File: src/rtl/frame_pkg.sv
// Shared types and widths for the serial frame deserializer.
package frame_pkg;

  localparam int DATA_W    = 8;
  localparam int BIT_CNT_W = 3;

  typedef enum logic [1:0] {
    IDLE   = 2'd0,
    DATA   = 2'd1,
    PARITY = 2'd2,
    STOP   = 2'd3
  } state_e;

endpackage

File: src/rtl/frame_deserializer.sv
// Serial frame deserializer: start bit 0, 8 data bits LSB first,
// optional even-parity bit, stop bit 1. Cycles with sin_valid=0 stall.
//
// state  | meaning
// -------+------------------------------------------------------------
// IDLE   | line idle, waiting for a qualified start bit (sin=0)
// DATA   | collecting data bits into shreg, bit_cnt = next bit index
// PARITY | capturing the parity bit (only reached when PARITY_EN=1)
// STOP   | checking the stop bit, then publishing data or flagging error
module frame_deserializer
  import frame_pkg::*;
#(
  parameter bit PARITY_EN = 1'b1
) (
  input  logic              clk,
  input  logic              rst,
  input  logic              sin,
  input  logic              sin_valid,
  output logic [DATA_W-1:0] data,
  output logic              enable,
  output logic              busy,
  output logic              parity_err,
  output logic              frame_err
);

  state_e                 state_q;
  logic [BIT_CNT_W-1:0]   bit_cnt_q;
  logic [DATA_W-1:0]      shreg_q;
  logic                   par_q;
  logic [DATA_W-1:0]      data_q;
  logic                   enable_q;
  logic                   parity_err_q;
  logic                   frame_err_q;
  logic                   parity_ok;

  // Even parity: data bits plus parity bit must XOR to zero.
  assign parity_ok = PARITY_EN ? ~(^{shreg_q, par_q}) : 1'b1;

  // FSM, shift register and registered strobes. Strobes self-clear every
  // cycle so they last exactly one cycle even if the next cycle stalls.
  always_ff @(posedge clk) begin
    if (rst) begin
      state_q      <= IDLE;
      bit_cnt_q    <= '0;
      shreg_q      <= '0;
      par_q        <= 1'b0;
      data_q       <= '0;
      enable_q     <= 1'b0;
      parity_err_q <= 1'b0;
      frame_err_q  <= 1'b0;
    end else begin
      enable_q     <= 1'b0;
      parity_err_q <= 1'b0;
      frame_err_q  <= 1'b0;
      if (sin_valid) begin
        unique case (state_q)
          IDLE: begin
            if (!sin) begin
              state_q   <= DATA;
              bit_cnt_q <= '0;
            end
          end
          DATA: begin
            shreg_q[bit_cnt_q] <= sin;
            // Hold the counter at the last index rather than wrapping.
            if (bit_cnt_q == BIT_CNT_W'(DATA_W - 1)) begin
              state_q <= PARITY_EN ? PARITY : STOP;
            end else begin
              bit_cnt_q <= bit_cnt_q + 1'b1;
            end
          end
          PARITY: begin
            par_q   <= sin;
            state_q <= STOP;
          end
          STOP: begin
            state_q <= IDLE;
            if (!sin) begin
              frame_err_q <= 1'b1;
            end else if (!parity_ok) begin
              parity_err_q <= 1'b1;
            end else begin
              data_q   <= shreg_q;
              enable_q <= 1'b1;
            end
          end
          default: state_q <= IDLE;
        endcase
      end
    end
  end

  assign data       = data_q;
  assign enable     = enable_q;
  assign busy       = (state_q != IDLE);
  assign parity_err = parity_err_q;
  assign frame_err  = frame_err_q;

endmodule

File: config.mk
export PLATFORM = sky130hd
export DESIGN_NAME = frame_deserializer
export DESIGN_NICKNAME = d
export VERILOG_FILES = /design/src/rtl/frame_pkg.sv /design/src/rtl/frame_deserializer.sv
export SDC_FILE = /design/constraint.sdc
export NUM_CORES = 1
export LEC_CHECK = 0
export ABC_CLOCK_PERIOD_IN_PS = 2700
export CORE_MARGIN = 5
export CORE_UTILIZATION = 38
export DETAILED_ROUTE_END_ITERATION = 10
export PLACE_DENSITY_LB_ADDON = 0.15
export SYNTH_ARGS = -nofsm -noshare
export SYNTH_HDL_FRONTEND = slang
export SYNTH_SLANG_ARGS = --single-unit
File: constraint.sdc
create_clock -name clk -period 2.7 [get_ports clk]
set_input_delay 0.81 -clock clk [delete_from_list [all_inputs] [get_ports clk]]
set_output_delay 0.81 -clock clk [all_outputs]
set_load 0.01 [all_outputs]
[Yosys cells after proc, flatten, opt, wreduce, memory -nomap -nowiden]
Cells that the tools add are included.
Word-level totals
  flip-flop bits (word level): 25
  input bits: 4
Cells by class
  bitwise logic cells: 4
  magnitude comparators: 2
  add/sub/neg operators: 1
  reduce and logical (&&, ||, !) cells: 12
  multiplexer cells: 12
  equal/unequal tests: 7
Operator list (number)
  $reduce_xor 9->1: 1
  $bwmux 8: 1
  $pmux 2 s4: 1
  $reduce_and 4->1: 2
  $mux 3: 2
  $ne 2x2->1 const B: 3
  $pmux 3 s2: 1
  $eq 2x2->1 const B: 2
  $lt 3x4->1 const B: 1
  $mux 1: 4
  $mux 2: 2
  $not 1->1: 4
  $reduce_and 2->1: 2
  $reduce_bool 2->1: 2
  $reduce_or 4->1: 1
  $add 3x1->3 const B: 1
  $demux 1 s3: 1
  $eq 3x3->1 const B: 1
  $ge 3x1->1 const B: 1
  $reduce_and 3->1: 1
  $reduce_or 3->1: 1
  $eq 2x1->1 const B: 1
  $logic_not 2->1: 1
  $logic_and 1x1->1: 1

[Logic depth before layout (Yosys ltp)]
Gate-level depths: netlist (run 1).
  depth after elaboration: 5
  gate-level depth with buffers: 7

[Least setup slack after synthesis (run 1)]
Ideal clock, no wire load.
  path type: input -> register
  from: in sin_valid
  to: reg state_q[0]
  stages on the path: 4
  path slack: 1.028 ns
  data arrival time: 1.537 ns
  library setup time: 0.135 ns
  cell sequence: a21boi_0 -> o21ai_0 -> nor3_1 -> a211oi_1
Between the ends
  longest elaborated chain between the ends: 1
RTL lines
  start: declaration: RTL line frame_deserializer.sv:18  | input logic sin_valid,
  $reduce_and 3->1 (no line)
  end signal: assignment: RTL line frame_deserializer.sv:67  | state_q <= PARITY_EN ? PARITY : STOP;
  end: declaration: RTL line frame_deserializer.sv:26  | state_e state_q;
No other way between the ends.
A chain may end at the register's enable or synchronous reset.

[Worst setup path after layout (run 1)]
  from: reg state_q[0]
  to: out busy
Between the ends
  longest elaborated chain between the ends: 1
RTL lines
  $reduce_bool 2->1: RTL line frame_deserializer.sv:95  | assign busy = (state_q != IDLE);
  end: declaration: RTL line frame_deserializer.sv:21  | output logic busy,
No other way between the ends.

==> results of run 1 <==
placed cells by master (no fill, tap or decap), drive strengths merged:
cell	Yosys	routed
a211oi	1	1
a21boi	1	1
a21oi	11	11
buf	1	2
clkbuf	4	3
clkdlybuf4s50	0	15
clkinv	0	1
dfxtp	25	25
ha	6	6
inv	5	5
mux2i	10	10
nand2	14	14
nand2b	15	15
nand3	3	3
nand3b	1	1
nand4	2	2
nor2	13	13
nor2b	1	1
nor3	5	5
o211ai	1	1
o21ai	9	9
or2b	2	2
xnor2	6	6
xnor3	1	1
xor2	1	1
worst register-to-register path: stages (launching register included):
cell and delay [ps]:
dfxtp_1 370, xnor2_1 140, xnor2_1 290, xnor3_1 410, nand2b_1 350, mux2i_1 230
stage by stage:
stage                     power (mW)  hold WS (ps)  cells  cell area (um2)    util
after floorplan               0.4296         449.6    138             1204       -
after detailed placement      0.4514         469.0    194             1398  0.4578
after global routing          0.6447         511.5    198             1425  0.4668
final                         0.6083         485.0    198             1425  0.4668
after global placement        0.4496         459.7    194             1398  0.4578
after CTS                     0.6207         490.1    198             1425  0.4668
kinds of logic (layout without fill, tap and decap cells):
group                      count (synthesis)  after routing
and+or+nand+nor                           56             56
xor gates and xnor gates                   8              8
buffers and inverters                     10             26
DFF                                       25             25
adders and majority gates                  6              6
AOI/OAI and AO/OA                         23             23
muxes                                     10             10
area by class of cell:
type | instances | area share
Clock inverter | 1 | 0.003512
Multi-Input combinational cell | 103 | 0.4618
Timing Repair Buffer | 17 | 0.1159
Tap cell | 44 | 0.03863
Clock buffer | 3 | 0.01580
Inverter | 5 | 0.01317
Sequential cell | 25 | 0.3512
worst paths after layout:
check / from / endpoint / slack [ps] / cells past startpoint
max reg2reg: shreg_q[1]$_SDFFE_PP0P_ / data[0]$_SDFFE_PP0P_ / 840 / 5
min: data[1]$_SDFFE_PP0P_ / data[1]$_SDFFE_PP0P_ / 490 / 2
min reg2reg: data[1]$_SDFFE_PP0P_ / data[1]$_SDFFE_PP0P_ / 490 / 2
max: state_q[0]$_SDFFE_PP0P_ / busy / 260 / 4
flip-flops by register name, summed over array words and instances, names as in the netlist:
signal,count
par_q,1
state_q,2
data,8
frame_err,1
bit_cnt_q,3
shreg_q,8
enable,1
parity_err,1
report_power, final:
group	switching (mW)	internal [mW]	leakage (nW)
combinational	0.0358	0.0289	0.308
sequential	0.00486	0.374	0.202
clock	0.110	0.0553	0.0177
total	0.151	0.458	0.528
routing by layer:
metal | GRT usage | part of all wire | up-vias
met2 | 0.1945 | 0.49 | 7
met5 | 0 | 0 | -
met3 | 0.02041 | 0.025 | 2
met4 | 0.04569 | 0.0088 | 0
met1 | 0.1346 | 0.48 | 419
li1 | - | - | 493
==> reports/results.tsv, run 1 <==
metric	value	unit
outcome	finished clean	
drt-vias-per-instance	4.652	
grt_first_pass_wirelength	3.843	mm
critPathMaxFanout	4	
postSynthAreaPerCell	8.722	um2
max_freq	410.5	MHz
synth_top_cells_by_count	dfxtp_1 (25), nand2b_1 (15), nand2_1 (14)	
worst_supply_voltage_drop_on_vdd	0.1739	mV
hpwlAfterDp	1.629	mm
cts-htree-levels	1	
total_leakage_power	0.5276	nW
finalMaxSlewViolations	0	
finalClockSkew	5.776	ps
final_ant_viol_nets	0	
dp_worst_setup_slack	247.9	ps
floorplan.die.height	66.28	um
setup_viol_count_final	0	
num-nets-final	165	
cpLargestDelayFamily	buffers and inverters	
synth_top_family_by_area	simple AND/OR/NAND/NOR gates	
post-synth-top-count-cell	dfxtp_1	
netlist.area_leader.share	0.4158	
yosys.area_share.xor_xnor	0.06965	
clock_insertion_delay_at_the_later_pin_of_the_skew_report	310	ps
final_period_util	0.9022	
cts-resized-gates	0	
cts_root_buf	clkbuf_4	
start_kind	flop	
grt_use_total	0.1122	
detail_route.wirelength	2.164	mm
synth-adder-area-share	0.06237	
holdCritPathClass	reg -> reg	
slew_headroom	0.7029	
synth.area.top_cells	dfxtp_1 (42%), mux2i_1 (8.3%), nand2b_1 (7.8%)	
crit_path_end_kind	output port	
setup_slack	264.1	ps
synth_flop_cell	dfxtp_1	
clk_pin_slew_worst_paths	140	ps
timing.setup.tns	0	ps
floorplan.rows	20	
max_cap_viol_count	0	
antenna_violations_before_repair	0	
die_footprint	4393	um2
area.growth.synth_to_final	18.40	%
grt.overflow.total	0	
post_synth_and_or_nand_nor_area_fraction	0.2297	
area_used_by_multi_input_combinational_logic	658.1	um2
initial_utilization	0.3943	
largest_area_contributor_in_the_synthesized_netlist	dfxtp_1	
number_of_enable_flip_flop_cells_after_synthesis	0	
firstDrtPassIters	4	
synth-seq-area-share	0.4158	
cts.path.max_buffers	2	
final_layout_size_suffix_gt1_frac	0.03896	
syn-instance-count	138	
synth.area.mux_share	0.08316	
cts-hold-fix-buffers	0	
cts_buffers	3	
cp_cell_sequence	inv_1 > ha_1 > inv_1 > clkdlybuf4s50_1	
worst_pin_slew	445.7	ps
route.detailed.drc	0	
async_reset_ff_frac	0	
slowest_stage_delay_on_critical_path	530	ps
rsz0062_at_grt	no	
timing.critical_path.mode_cell	inv_1	
period_minus_slack	2436	ps
pin_count_of_the_biggest_net_entering_global_routing	32	
post_cts.repair.setup_buffers	0	
route.detailed.wl_per_inst	10.93	um
cp_slowest_cell	clkdlybuf4s50_1	
initialDrtViolationCount	28	
die_x	66.28	um
synth.yosys.warnings	0	
cts_tree	yes	
crit_required	1890	ps
ff_latch_area	500.5	um2
n_antenna_cell	0	
synth_area	1204	um2
vias	921	
buffer_and_inverter_count_on_the_worst_path	3	
final_hold_viol_count	0	
power.density	426.8	nW/um2
synth_compound_gate_area_share	0.1019	
place.port_buffers	15	
boundaryPins	16	
num-fill-cells	328	
synth_seq_cells	25	
clock_sink_count	25	
yosys.cell_types.count	23	
cp_data_arrival_time	1630	ps
coreArea	3053	um2
place.gp.congestion	0.7996	
synthesized_net_count	148	
number_of_global_route_vias_before_repair	892	
path_class	reg -> out	
Note: power is estimated with default switching activity, not from simulation.
==> inputs of run 2 (changes only) <==
- PLACE_DENSITY_LB_ADDON: 0.15 -> unset
==> run 2 against run 1 <==
Against the previous run: highest routed layer unchanged; clock-buffer cell count is 1 higher; fmax hardly changed; core utilization is 0.20 points higher; routed wire length is 2.1% lower; clock skew is 2.5 ps lower; critical path type unchanged; global-route usage is 0.11 points lower; largest cell class unchanged; clock power hardly changed.
==> reports/results.tsv, run 2 (synthesis results as in run 1) <==
metric	value	unit	change
setup_viol_count_final	0		unchanged
num-nets-final	166		was 165
max_freq	410.8	MHz	was 410.5 MHz
vias	906		was 921
firstDrtPassIters	4		unchanged
outcome	finished clean		unchanged
finalMaxSlewViolations	0		unchanged
initialDrtViolationCount	29		was 28
slew_headroom	0.6486		was 0.7029
die_footprint	4393	um2	unchanged
n_antenna_cell	0		unchanged
number_of_global_route_vias_before_repair	891		was 892
clock_sink_count	25		unchanged
cts_root_buf	clkbuf_4		unchanged
hpwlAfterDp	1.661	mm	was 1.629 mm
antenna_violations_before_repair	0		unchanged
path_class	reg -> out		unchanged
boundaryPins	16		unchanged
clk_pin_slew_worst_paths	130	ps	was 140 ps
cts-htree-levels	1		unchanged
grt.overflow.total	0		unchanged
cts_buffers	3		unchanged
finalNonFillerCells	199		was 198
worst_supply_voltage_drop_on_vdd	0.1611	mV	was 0.1739 mV
holdCritPathClass	reg -> reg		unchanged
crit_required	1890	ps	about the same
final_ant_viol_nets	0		unchanged
place.gp.congestion	0.8277		was 0.7996
rsz0062_at_grt	no		unchanged
place.port_buffers	15		unchanged
coreArea	3053	um2	unchanged
finalClockSkew	3.269	ps	was 5.776 ps
floorplan.rows	20		unchanged
initial_utilization	0.3943		unchanged
period_minus_slack	2434	ps	was 2436 ps
pin_count_of_the_biggest_net_entering_global_routing	20		was 32
die_x	66.28	um	unchanged
grt_first_pass_wirelength	3.822	mm	was 3.843 mm
timing.setup.tns	0	ps	unchanged
cp_data_arrival_time	1620	ps	was 1630 ps
place_inst	195		was 194
power.density	423.0	nW/um2	was 426.8 nW/um2
crit_path_end_kind	output port		unchanged
max_cap_viol_count	0		unchanged
drt-vias-per-instance	4.553		was 4.652
grt_use_total	0.1112		was 0.1122
floorplan.die.height	66.28	um	unchanged
final_layout_size_suffix_gt1_frac	0.03871		was 0.03896
most-common-layout-cells	dfxtp_1 (25), nand2b_1 (15), clkdlybuf4s50_1 (15)		unchanged
holdWs	481.2	ps	was 485.0 ps
total_leakage_power	0.5297	nW	was 0.5276 nW
post_dp_cell_area	1405	um2	was 1398 um2
cts-resized-gates	0		unchanged
route.detailed.drc	0		unchanged
critPathMaxFanout	4		unchanged
cts.path.max_buffers	2		unchanged
clock_insertion_delay_at_the_later_pin_of_the_skew_report	310	ps	about the same
route.detailed.wl_per_inst	10.65	um	was 10.93 um
layout.cells.most_common	dfxtp_1		unchanged
num-fill-cells	329		was 328
cts_tree	yes		unchanged
start_kind	flop		unchanged
final_period_util	0.9015		was 0.9022
detail_route.wirelength	2.119	mm	was 2.164 mm
final_hold_viol_count	0		unchanged
post_cts.repair.setup_buffers	0		unchanged
area.growth.synth_to_final	18.92	%	was 18.40%
fin_area	1431	um2	was 1425 um2
postLayoutCoreUtil	0.4689		was 0.4668
cts-hold-fix-buffers	0		unchanged
worst_pin_slew	525.5	ps	was 445.7 ps
run 2: per-stage QoR:
stage	power, mW	worst slack, ps
2_1_floorplan	0.4296	1028
3_3_place_gp	0.4510	330.2
3_5_place_dp	0.4530	274.7
4_1_cts	0.6172	233.5
5_1_grt	0.6407	149.1
6_report	0.6055	265.9
run 2: critical path, cell delays in order, from the launching register on:
cell,delay (ps)
dfxtp_1,390
inv_1,90
ha_1,240
inv_1,60
clkdlybuf4s50_1,520
run 2: worst paths after layout:
| kind | startpoint | end | slack [ps] | cells after the start |
|---|---|---|---|---|
| hold reg to reg | data[4]$_SDFFE_PP0P_ | data[4]$_SDFFE_PP0P_ | 480 | 2 |
| hold / removal | data[4]$_SDFFE_PP0P_ | data[4]$_SDFFE_PP0P_ | 480 | 2 |
| setup / recovery | state_q[0]$_SDFFE_PP0P_ | busy | 270 | 4 |
| setup reg to reg | shreg_q[0]$_SDFFE_PP0P_ | data[0]$_SDFFE_PP0P_ | 850 | 5 |
run 2: layout make-up:
class | count | area [um2] | share of cell area
Multi-Input combinational cell | 103 | 658.1 | 0.4598
Sequential cell | 25 | 500.5 | 0.3497
Timing Repair Buffer | 18 | 172.7 | 0.1206
Tap cell | 44 | 55.05 | 0.03846
Clock buffer | 4 | 26.28 | 0.01836
Inverter | 5 | 18.77 | 0.01311
run 2: power by group:
group          total [mW]  switching, mW  internal [mW]
logic              0.0653         0.0354         0.0298
clock network       0.162          0.104         0.0577
registers           0.379        0.00519          0.373
total               0.605          0.144          0.461
run 2: routing by layer:
layer	global-route usage	vias up	wire length [um]	part of all wire
met5	0	-	0	0
met4	0.05838	0	42	0.020
met3	0.02041	5	105	0.050
met2	0.1921	17	984	0.46
met1	0.1285	391	986	0.47
li1	-	493	-	-
==> inputs of run 3 (changes only) <==
- ABC_AREA: unset -> 1
==> run 3 against run 2 <==
Against the previous run: power is 30% higher; clock-buffer cell count is 1 lower; sequential cell count stayed put; core utilization is 1.2 points lower; fmax is 2.2% higher; synthesized cell count is 45% higher; sequential share of layout area is 4.6 points lower; critical path type unchanged; critical path depth stayed put; combinational power is 140% higher; clock skew is 2.1 ps higher; worst hold slack better by 2.0 ps.
==> reports/results.tsv, run 3 <==
metric	value	unit	change
cts.path.max_buffers	2		unchanged
max_cap_viol_count	0		unchanged
num-nets-final	229		was 166
cp_slowest_cell	clkdlybuf4s50_1		unchanged
cp_data_arrival_time	1570	ps	was 1620 ps
grt.overflow.total	0		unchanged
final_period_util	0.8825		was 0.9015
period_minus_slack	2383	ps	was 2434 ps
power.share.clock	0.297		was 0.267
start_kind	flop		unchanged
path_class	reg -> out		unchanged
vias	1165		was 906
async_reset_ff_frac	0		unchanged
cts_tree	yes		unchanged
num-fill-cells	389		was 329
place.gp.congestion	0.7491		was 0.8277
final_ant_viol_nets	0		unchanged
buffer_and_inverter_count_on_the_worst_path	3		unchanged
hold_depth	2		unchanged
share_comb_of_total_power	0.196		was 0.108
synth.area.top_cells	dfxtp_1 (36%), nand2_1 (13%), inv_1 (8.9%)		was dfxtp_1 (42%), mux2i_1 (8.3%), nand2b_1 (7.8%)
syn-instance-count	200		was 138
cts-resized-gates	0		unchanged
synth_top_cells_by_count	nand2_1 (47), inv_1 (33), dfxtp_1 (25)		was dfxtp_1 (25), nand2b_1 (15), nand2_1 (14)
power_switching	0.2386	mW	was 0.1445 mW
cpLargestDelayFamily	buffers and inverters		unchanged
postLayoutCoreUtil	0.4566		was 0.4689
worst_supply_voltage_drop_on_vdd	0.3492	mV	was 0.1611 mV
hpwlAfterDp	2.043	mm	was 1.661 mm
most-common-layout-cells	nand2_1 (47), inv_1 (33), dfxtp_1 (25)		was dfxtp_1 (25), nand2b_1 (15), clkdlybuf4s50_1 (15)
synth_area	1386	um2	was 1204 um2
die_x	70.40	um	was 66.28 um
clk_pin_slew_worst_paths	90	ps	was 130 ps
synth.yosys.warnings	0		unchanged
total_leakage_power	0.7226	nW	was 0.5297 nW
cts_root_buf	clkbuf_8		was clkbuf_4
worst_hold_path_ep	data[7]$_SDFFE_PP0P_		was data[4]$_SDFFE_PP0P_
place.port_buffers	15		unchanged
floorplan.rows	22		was 20
n_antenna_cell	0		unchanged
finalClockSkew	5.340	ps	was 3.269 ps
antenna_violations_before_repair	0		unchanged
cp_cell_sequence	inv_1 > ha_1 > inv_1 > clkdlybuf4s50_1		unchanged
yosys.cell_types.count	24		was 23
area.growth.synth_to_final	18.77	%	was 18.92%
postSynthAreaPerCell	6.932	um2	was 8.722 um2
cts-hold-fix-buffers	0		unchanged
firstDrtPassIters	4		unchanged
netlist.area_leader.share	0.3610		was 0.4158
power_switching_share	0.3035		was 0.2386
clock_sink_count	25		unchanged
die_footprint	4956	um2	was 4393 um2
slowest_stage_delay_on_critical_path	530	ps	was 520 ps
worstReg2RegStart	state_q[1]$_SDFFE_PP0P_		was shreg_q[0]$_SDFFE_PP0P_
max_freq	419.7	MHz	was 410.8 MHz
number_of_global_route_vias_before_repair	1064		was 891
routed-wl-met2	1.201	mm	was 984 um
final_layout_size_suffix_gt1_frac	0.1239		was 0.03871
coreArea	3606	um2	was 3053 um2
boundaryPins	16		unchanged
synth_flop_cell	dfxtp_1		unchanged
slew_headroom	0.6934		was 0.6486
number_of_enable_flip_flop_cells_after_synthesis	0		unchanged
detail_route.wirelength	2.586	mm	was 2.119 mm
holdCritPathClass	reg -> reg		unchanged
critPathMaxFanout	3		was 4
detailroute.wirelength.met3	100	um	was 105 um
post-synth-top-count-cell	nand2_1		was dfxtp_1
final_hold_viol_count	0		unchanged
setup_viol_count_final	0		unchanged
seqPwrFrac	0.507		was 0.625
pin_count_of_the_biggest_net_entering_global_routing	16		was 20
power.density	477.4	nW/um2	was 423.0 nW/um2
grt_first_pass_wirelength	4.692	mm	was 3.822 mm
layout.cells.most_common	nand2_1		was dfxtp_1
crit_path_end_kind	output port		unchanged
int_pwr	0.5474	mW	was 0.4610 mW
synthesized_net_count	210		was 148
wirelength_met1	1.251	mm	was 986 um
initialDrtViolationCount	51		was 29
finalMaxSlewViolations	0		unchanged
initial_utilization	0.3845		was 0.3943
post_cts.repair.setup_buffers	0		unchanged
timing.setup.tns	0	ps	unchanged
outcome	finished clean		unchanged
clock_insertion_delay_at_the_later_pin_of_the_skew_report	280	ps	was 310 ps
floorplan.die.height	70.40	um	was 66.28 um
route.detailed.wl_per_inst	9.722	um	was 10.65 um
r2r_slack	1080	ps	was 850 ps
cts_buffers	3		unchanged
crit-reg2reg-capture	shreg_q[6]$_SDFFE_PP0P_		was data[0]$_SDFFE_PP0P_
rr_worst_depth	7		was 5
dr.max_layer_used	met4		unchanged
timing.critical_path.mode_cell	inv_1		unchanged
cts-htree-levels	1		unchanged
synth_seq_cells	25		unchanged
crit_required	1890	ps	about the same
drt-vias-per-instance	4.380		was 4.553
holdCritStartpoint	data[7]$_SDFFE_PP0P_		was data[4]$_SDFFE_PP0P_
rsz0062_at_grt	no		unchanged
synth-seq-area-share	0.3610		was 0.4158
largest_area_contributor_in_the_synthesized_netlist	dfxtp_1		unchanged
worst_pin_slew	456.4	ps	was 525.5 ps
route.detailed.drc	0		unchanged
grt_use_total	0.1175		was 0.1112
-- run 3: cell count changes in the layout (fill, tap and decap cells not counted), moves of 4 or more --
cell | previous run | this run
nand3_2 | 0 | 4
nand2b_1 | 15 | 0
xnor2_1 | 6 | 1
mux2i_1 | 10 | 0
nand2_2 | 0 | 7
inv_1 | 5 | 33
inv_2 | 0 | 6
nor2_1 | 13 | 20
nand3_1 | 3 | 8
nand2_1 | 14 | 47
-- run 3: layout make-up --
class | count | area, um2 | share of cell area
Multi-Input combinational cell | 132 | 721.9 | 0.4384
Sequential cell | 25 | 500.5 | 0.3040
Timing Repair Buffer | 17 | 165.2 | 0.1003
Inverter | 40 | 150.1 | 0.09119
Tap cell | 48 | 60.06 | 0.03647
Clock buffer | 3 | 41.29 | 0.02508
Clock inverter | 1 | 7.507 | 0.004559
-- run 3: logic make-up (layout without fill, tap and decap cells) --
family,count (synthesis),after routing,share of synthesized area
compound gates,31,31,0.1273
xor+xnor,1,1,0.006319
fa+ha+maj,6,6,0.05415
buf+inv,43,61,0.1182
flops,25,25,0.3610
simple gates,94,94,0.3330
-- run 3: worst max-delay path by stage --
stage	start	to	cells after the start	slack (ps)
global placement	sin_valid	shreg_q[4]$_SDFFE_PP0P_	6	460
global route	state_q[0]$_SDFFE_PP0P_	busy	4	220
detailed placement	sin	data[5]$_SDFFE_PP0P_	7	420
floorplan	sin	data[7]$_SDFFE_PP0P_	6	1060
finish	state_q[0]$_SDFFE_PP0P_	busy	4	320
CTS	state_q[0]$_SDFFE_PP0P_	busy	4	300
-- run 3: per-layer routing --
layer,vias to the layer above,track usage
met2,14,0.1881
met4,0,0.03830
met1,488,0.1483
met5,-,0
met3,5,0.03741
li1,658,-
-- run 3: metrics by stage --
stage               hold WS [ps]  power (mW)  std cells  instance area [um2]  worst slack (ps)
finish                     483.2      0.7860        266                 1647             317.3
global placement           466.5      0.5636        262                 1598             463.0
floorplan                  456.8      0.5236        200                 1386              1059
CTS                        485.3      0.7983        266                 1647             298.7
global route               504.7      0.8353        266                 1647             223.0
detailed placement         471.0      0.5630        262                 1598             420.8
-- run 3: worst reg2reg max path: stages, from the launching register on --
cell and delay (ps):
dfxtp_1 340, inv_1 90, ha_1 250, inv_2 90, nor3_1 410, nand2_1 120
o21ai_0 170, a21oi_1 60
-- run 3: power by group through the flow --
stage               combinational, mW  clock [mW]  sequential (mW)
floorplan                       0.118           0            0.406
global placement                0.156           0            0.407
detailed placement              0.156           0            0.407
CTS                             0.157       0.243            0.399
global route                    0.179       0.255            0.402
finish                          0.154       0.233            0.398
==> edit 1, RTL diff (flow settings as in run 3) <==
Register the inputs `sin` and `sin_valid` before use, without a reset. The logic sees them one clock later. Comments in the files are not updated.
--- a/src/rtl/frame_deserializer.sv
+++ b/src/rtl/frame_deserializer.sv
@@ -22,6 +22,14 @@
   output logic              parity_err,
   output logic              frame_err
 );
+
+  logic sin_q;
+  logic sin_valid_q;
+
+  always_ff @(posedge clk) begin
+    sin_q       <= sin;
+    sin_valid_q <= sin_valid;
+  end
 
   state_e                 state_q;
   logic [BIT_CNT_W-1:0]   bit_cnt_q;
@@ -52,16 +60,16 @@
       enable_q     <= 1'b0;
       parity_err_q <= 1'b0;
       frame_err_q  <= 1'b0;
-      if (sin_valid) begin
+      if (sin_valid_q) begin
         unique case (state_q)
           IDLE: begin
-            if (!sin) begin
+            if (!sin_q) begin
               state_q   <= DATA;
               bit_cnt_q <= '0;
             end
           end
           DATA: begin
-            shreg_q[bit_cnt_q] <= sin;
+            shreg_q[bit_cnt_q] <= sin_q;
             // Hold the counter at the last index rather than wrapping.
             if (bit_cnt_q == BIT_CNT_W'(DATA_W - 1)) begin
               state_q <= PARITY_EN ? PARITY : STOP;
@@ -70,12 +78,12 @@
             end
           end
           PARITY: begin
-            par_q   <= sin;
+            par_q   <= sin_q;
             state_q <= STOP;
           end
           STOP: begin
             state_q <= IDLE;
-            if (!sin) begin
+            if (!sin_q) begin
               frame_err_q <= 1'b1;
             end else if (!parity_ok) begin
               parity_err_q <= 1'b1;
Function: changed (a bounded check fails within 4 cycles, from zero or initial values and one cycle with rst high).
==> edit 1 against run 3 <==
  * Worst setup slack improved by 0.018 ns
  * Design area up 2.0%
  * Count of clock-buffer cells in the layout stayed put
  * Total power rose by 3.8%
  * Final cell count up 0.38%
  * Area after synthesis rose by 2.9%
  * First-iteration DRC count up 7.8%
  * Global-route usage is 1.1 points lower
  * Utilization rose by 0.20 points
  * Die area rose by 2.5%
  * Sequential cell count up 2
  * Maximum frequency rose by 0.74%
  * Routed wire length decreased by 1.8%
  * Critical path type unchanged
==> edit 1: results (changes against run 3) <==
Crit path largest cell delay = 0.53 ns (about the same)
Crit path arrival time = 1.56 ns
TritonCTS Buffers = 3 (unchanged)
initial antenna violation count = 0 (unchanged)
R2R Setup Slk = 1.09 ns
vias in the first global route = 1038 (-2.4%)
CTS H-tree lvls = 1 (unchanged)
final-stage net count = 230 (+0.44%)
Peak supply drop = 0.370 mV (+5.9%)
maximum clock path buffer count = 2 (unchanged)
post-synth cell types = 24 (unchanged)
Layout fillers = 395 (+1.5%)
Synth async-reset ratio = 0% (unchanged)
First DRT Iteration DRCs = 55 (+7.8%)
gr usage total = 10.6% (-1.1 points)
first-pass GRT wire length = 4420 µm (-5.8%)
largest net degree at the start of global routing = 17 (+1)
layout cells sized above 1 = 11.9% (-0.51 points)
HP Start = data[7]
Post-Syn Nets = 212 (+0.95%)
Top Metal Used = met4
crit path launch = state_q[0]
actual slew at the worst max-slew pin = 0.449 ns (-0.00706 ns)
worst skew pair latency = 0.27 ns
origin of the critical flop-to-flop path = state_q[1]
Crit path max-delay family = buffers and inverters
Placer Congestion = 0.757 (+1.0%)
register area share after synthesis = 37.9% (+1.8 points)
metal3 WL = 104 µm (+4.0%)
drt wl/cell = 9.51 µm (-2.1%)
synth top area cells = dfxtp_1 38%, nand2_1 12%, inv_1 8.7%
yosys warns = 0 (unchanged)
crit-path max FO = 3 (unchanged)
Tightest Hold Check Type = reg2reg
metal2 WL = 1180 µm (-2.0%)
CTS root buf = clkbuf_8
Layout Skew = 0.00498 ns (-0.000359 ns)
status = finished clean
Post-synth top cells = 47 x nand2_1, 33 x inv_1, 27 x dfxtp_1, 20 x nor2_1, 14 x a21oi_1
port buffer count = 15 (unchanged)
TritonRoute pass-1 iters = 2 (-2)
via count = 1172 (+0.60%)
DRT met1 WL = 1250 µm (about the same)
slowest cell on the critical path = clkdlybuf4s50_1
Setup Fix Bufs, Post-CTS = 0 (unchanged)
DP HPWL = 1990 µm (-2.3%)
# resized after CTS = 0 (unchanged)
n_diodes = 0 (unchanged)
Leakage = 0.735 nW (+1.7%)
clock transition at the registers of the reported paths = 0.09 ns (about the same)
## edit 1: cell count changes in the layout (fill, tap and decap cells not counted), sizes merged
| cell | before | now |
|---|---|---|
| dfxtp | 25 | 27 |
| buf | 2 | 1 |
## edit 1: final timing paths
check                    end  depth (start not counted)
hold reg to reg      data[7]                          2
hold / removal       data[7]                          2
setup / recovery        busy                          4
setup reg to reg  shreg_q[0]                          7
## edit 1: area by class of cell
type | count | area share [%]
multi-input cells | 132 | 43.0
inverters | 40 | 8.94
clock inverters | 1 | 0.447
well taps | 48 | 3.58
flip-flops and latches | 27 | 32.2
repair buffers | 16 | 9.39
clock buffers | 3 | 2.46
## edit 1: through the flow
stage / hold WS, ns / setup slack [ns] / std cells / power (mW) / cell area (µm²)
after floorplan: 0.457 / 1.07 / 202 / 0.556 / 1430
after global placement: 0.461 / 0.645 / 263 / 0.595 / 1630
after detailed placement: 0.458 / 0.628 / 263 / 0.595 / 1630
after CTS: 0.472 / 0.314 / 267 / 0.827 / 1680
after global routing: 0.487 / 0.222 / 267 / 0.871 / 1680
final: 0.468 / 0.335 / 267 / 0.816 / 1680
## edit 1: cell families after synthesis
group,synth area share (%)
buf+inv,11.5
xor+xnor,0.614
compound gates,12.4
flops,37.9
fa+ha+maj,5.26
simple gates,32.4
## edit 1: where the power goes
group	internal, mW	total [mW]	switching (mW)
Clock	0.105	0.231	0.127
Sequential	0.416	0.432	0.0159
Combinational	0.0573	0.153	0.0954
## edit 1: worst min-delay path: cells and delay by family, from the launching register on
family | cells | cell delay, ns
simple gates | 2 | 0.11
flops | 1 | 0.32
## edit 1: per-layer routing
metal / global-route usage (%) / vias up
met5: 0 / -
met4: 1.88 / 0
met3: 3.65 / 2
met2: 18.4 / 14
met1: 12.9 / 489
li1: - / 667
==> edit 2, RTL diff (flow settings as in run 3) <==
Made on the original files. The package constant `DATA_W` goes from 8 to 12.
--- a/src/rtl/frame_pkg.sv
+++ b/src/rtl/frame_pkg.sv
@@ -1,7 +1,7 @@
 // Shared types and widths for the serial frame deserializer.
 package frame_pkg;
 
-  localparam int DATA_W    = 8;
+  localparam int DATA_W    = 12;
   localparam int BIT_CNT_W = 3;
 
   typedef enum logic [1:0] {
Interface: changed (resized data); port bits go from 16 to 20. The function was not compared with the original's and may differ.
==> edit 2 against run 3 <==
  * Global-route usage is 0.60 points lower
  * Hold slack worse by 0.0029 ns
  * Sequential share of layout area is 1.5 points higher
  * Routed wire length is 1.1% lower
  * Worst setup slack worse by 0.060 ns
  * Area after synthesis is 2.3% lower
  * Sequential cell count stayed put
  * Maximum frequency is 2.5% lower
  * Design area is 4.8% lower
  * Combinational power is 11% lower
  * Total power is 10% lower
  * Die area is 2.0% lower
  * Critical path depth stayed put
==> edit 2: results (changes against run 3) <==
Leakage = 0.713 nW (-1.3%)
First DRT Iteration DRCs = 46 (-9.8%)
vias per inst = 4.38 (about the same)
# resized after CTS = 0 (unchanged)
Tightest Hold Check Type = reg2reg
largest net degree at the start of global routing = 17 (+1)
worst reg2reg endpoint = bit_cnt_q[1]
origin of the critical flop-to-flop path = state_q[1]
met1 usage = 14.1% (-0.77 points)
worst skew pair latency = 0.32 ns (+0.04 ns)
crit-path max FO = 4 (+1)
status = finished clean
cell depth of the worst hold path = 2 (unchanged)
gr usage total = 11.1% (-0.60 points)
n_diodes = 0 (unchanged)
DRT met1 WL = 1340 µm (+7.3%)
mean post-synth cell area = 6.91 µm² (-0.35%)
Cells after DPL = 256 (-2.3%)
final-stage net count = 226 (-1.3%)
R2R depth = 8 (+1)
Endpoint, Worst Hold = data[7]
final instance count without filler cells = 260 (-2.3%)
Layout Skew = 0.00156 ns (-0.00378 ns)
placed cell area = 0.00154 mm² (-3.5%)
Setup WS pre-CTS = 0.420 ns (-0.000555 ns)
drt wl/cell = 9.83 µm (+1.2%)
Placer Congestion = 0.786 (+4.9%)
DRC Markers = 0 (unchanged)
Peak supply drop = 0.176 mV (-50%)
layout cells sized above 1 = 8.41% (-4.0 points)
Sw Ratio = 30.2% (-0.12 points)
CTS root buf = clkbuf_4
metal3 WL = 86 µm (-14%)
synth top area cells = dfxtp_1 37%, nand2_1 14%, inv_1 8.0%
clock transition at the registers of the reported paths = 0.14 ns (+0.05 ns)
vias in the first global route = 1051 (-1.2%)
met2 Use GR = 18.2% (-0.59 points)
Achievable Freq = 409 MHz (-2.5%)
Max Slew Vio Count = 0 (unchanged)
Crit path arrival time = 1.63 ns (+0.06 ns)
DP HPWL = 1900 µm (-6.9%)
first-pass GRT wire length = 4490 µm (-4.4%)
P_clk = 171 µW (-27%)
R2R Setup Slk = 1.18 ns (+0.10 ns)
combinational fraction of design power = 19.4% (-0.2 points)
register area share after synthesis = 37.0% (+0.87 points)
M3 GR Usage = 2.61% (-1.1 points)
metal2 WL = 1090 µm (-9.4%)
CTS H-tree lvls = 1 (unchanged)
Post-synth top cells = 52 x nand2_1, 29 x inv_1, 26 x nor2_1, 25 x dfxtp_1, 15 x a21oi_1
## edit 2: cell families (layout without fill, tap and decap cells)
group | after synthesis | count (layout) | share of synthesized area (%)
simple gates | 92 | 92 | 29.4
buf+inv | 39 | 54 | 12.8
compound gates | 31 | 31 | 13.4
flops | 25 | 25 | 37.0
fa+ha+maj | 7 | 7 | 6.47
other cells | 1 | 4 | 0.277
xor+xnor | 1 | 1 | 0.647
## edit 2: stage by stage
| stage | total power [mW] | hold WS (ns) | util, % |
|---|---|---|---|
| 6_report | 0.707 | 0.480 | 46.3 |
| 5_1_grt | 0.754 | 0.508 | 46.3 |
| 4_1_cts | 0.718 | 0.483 | 46.3 |
| 3_5_place_dp | 0.544 | 0.464 | 45.5 |
| 3_3_place_gp | 0.544 | 0.459 | 45.5 |
| 2_1_floorplan | 0.507 | 0.457 | - |
## edit 2: layout make-up
class,instances,area (µm²)
clock buffers,4,26.3
fillers,347,1820
inverters,32,120
multi-input cells,135,691
flip-flops and latches,25,500
well taps,46,57.6
repair buffers,18,173
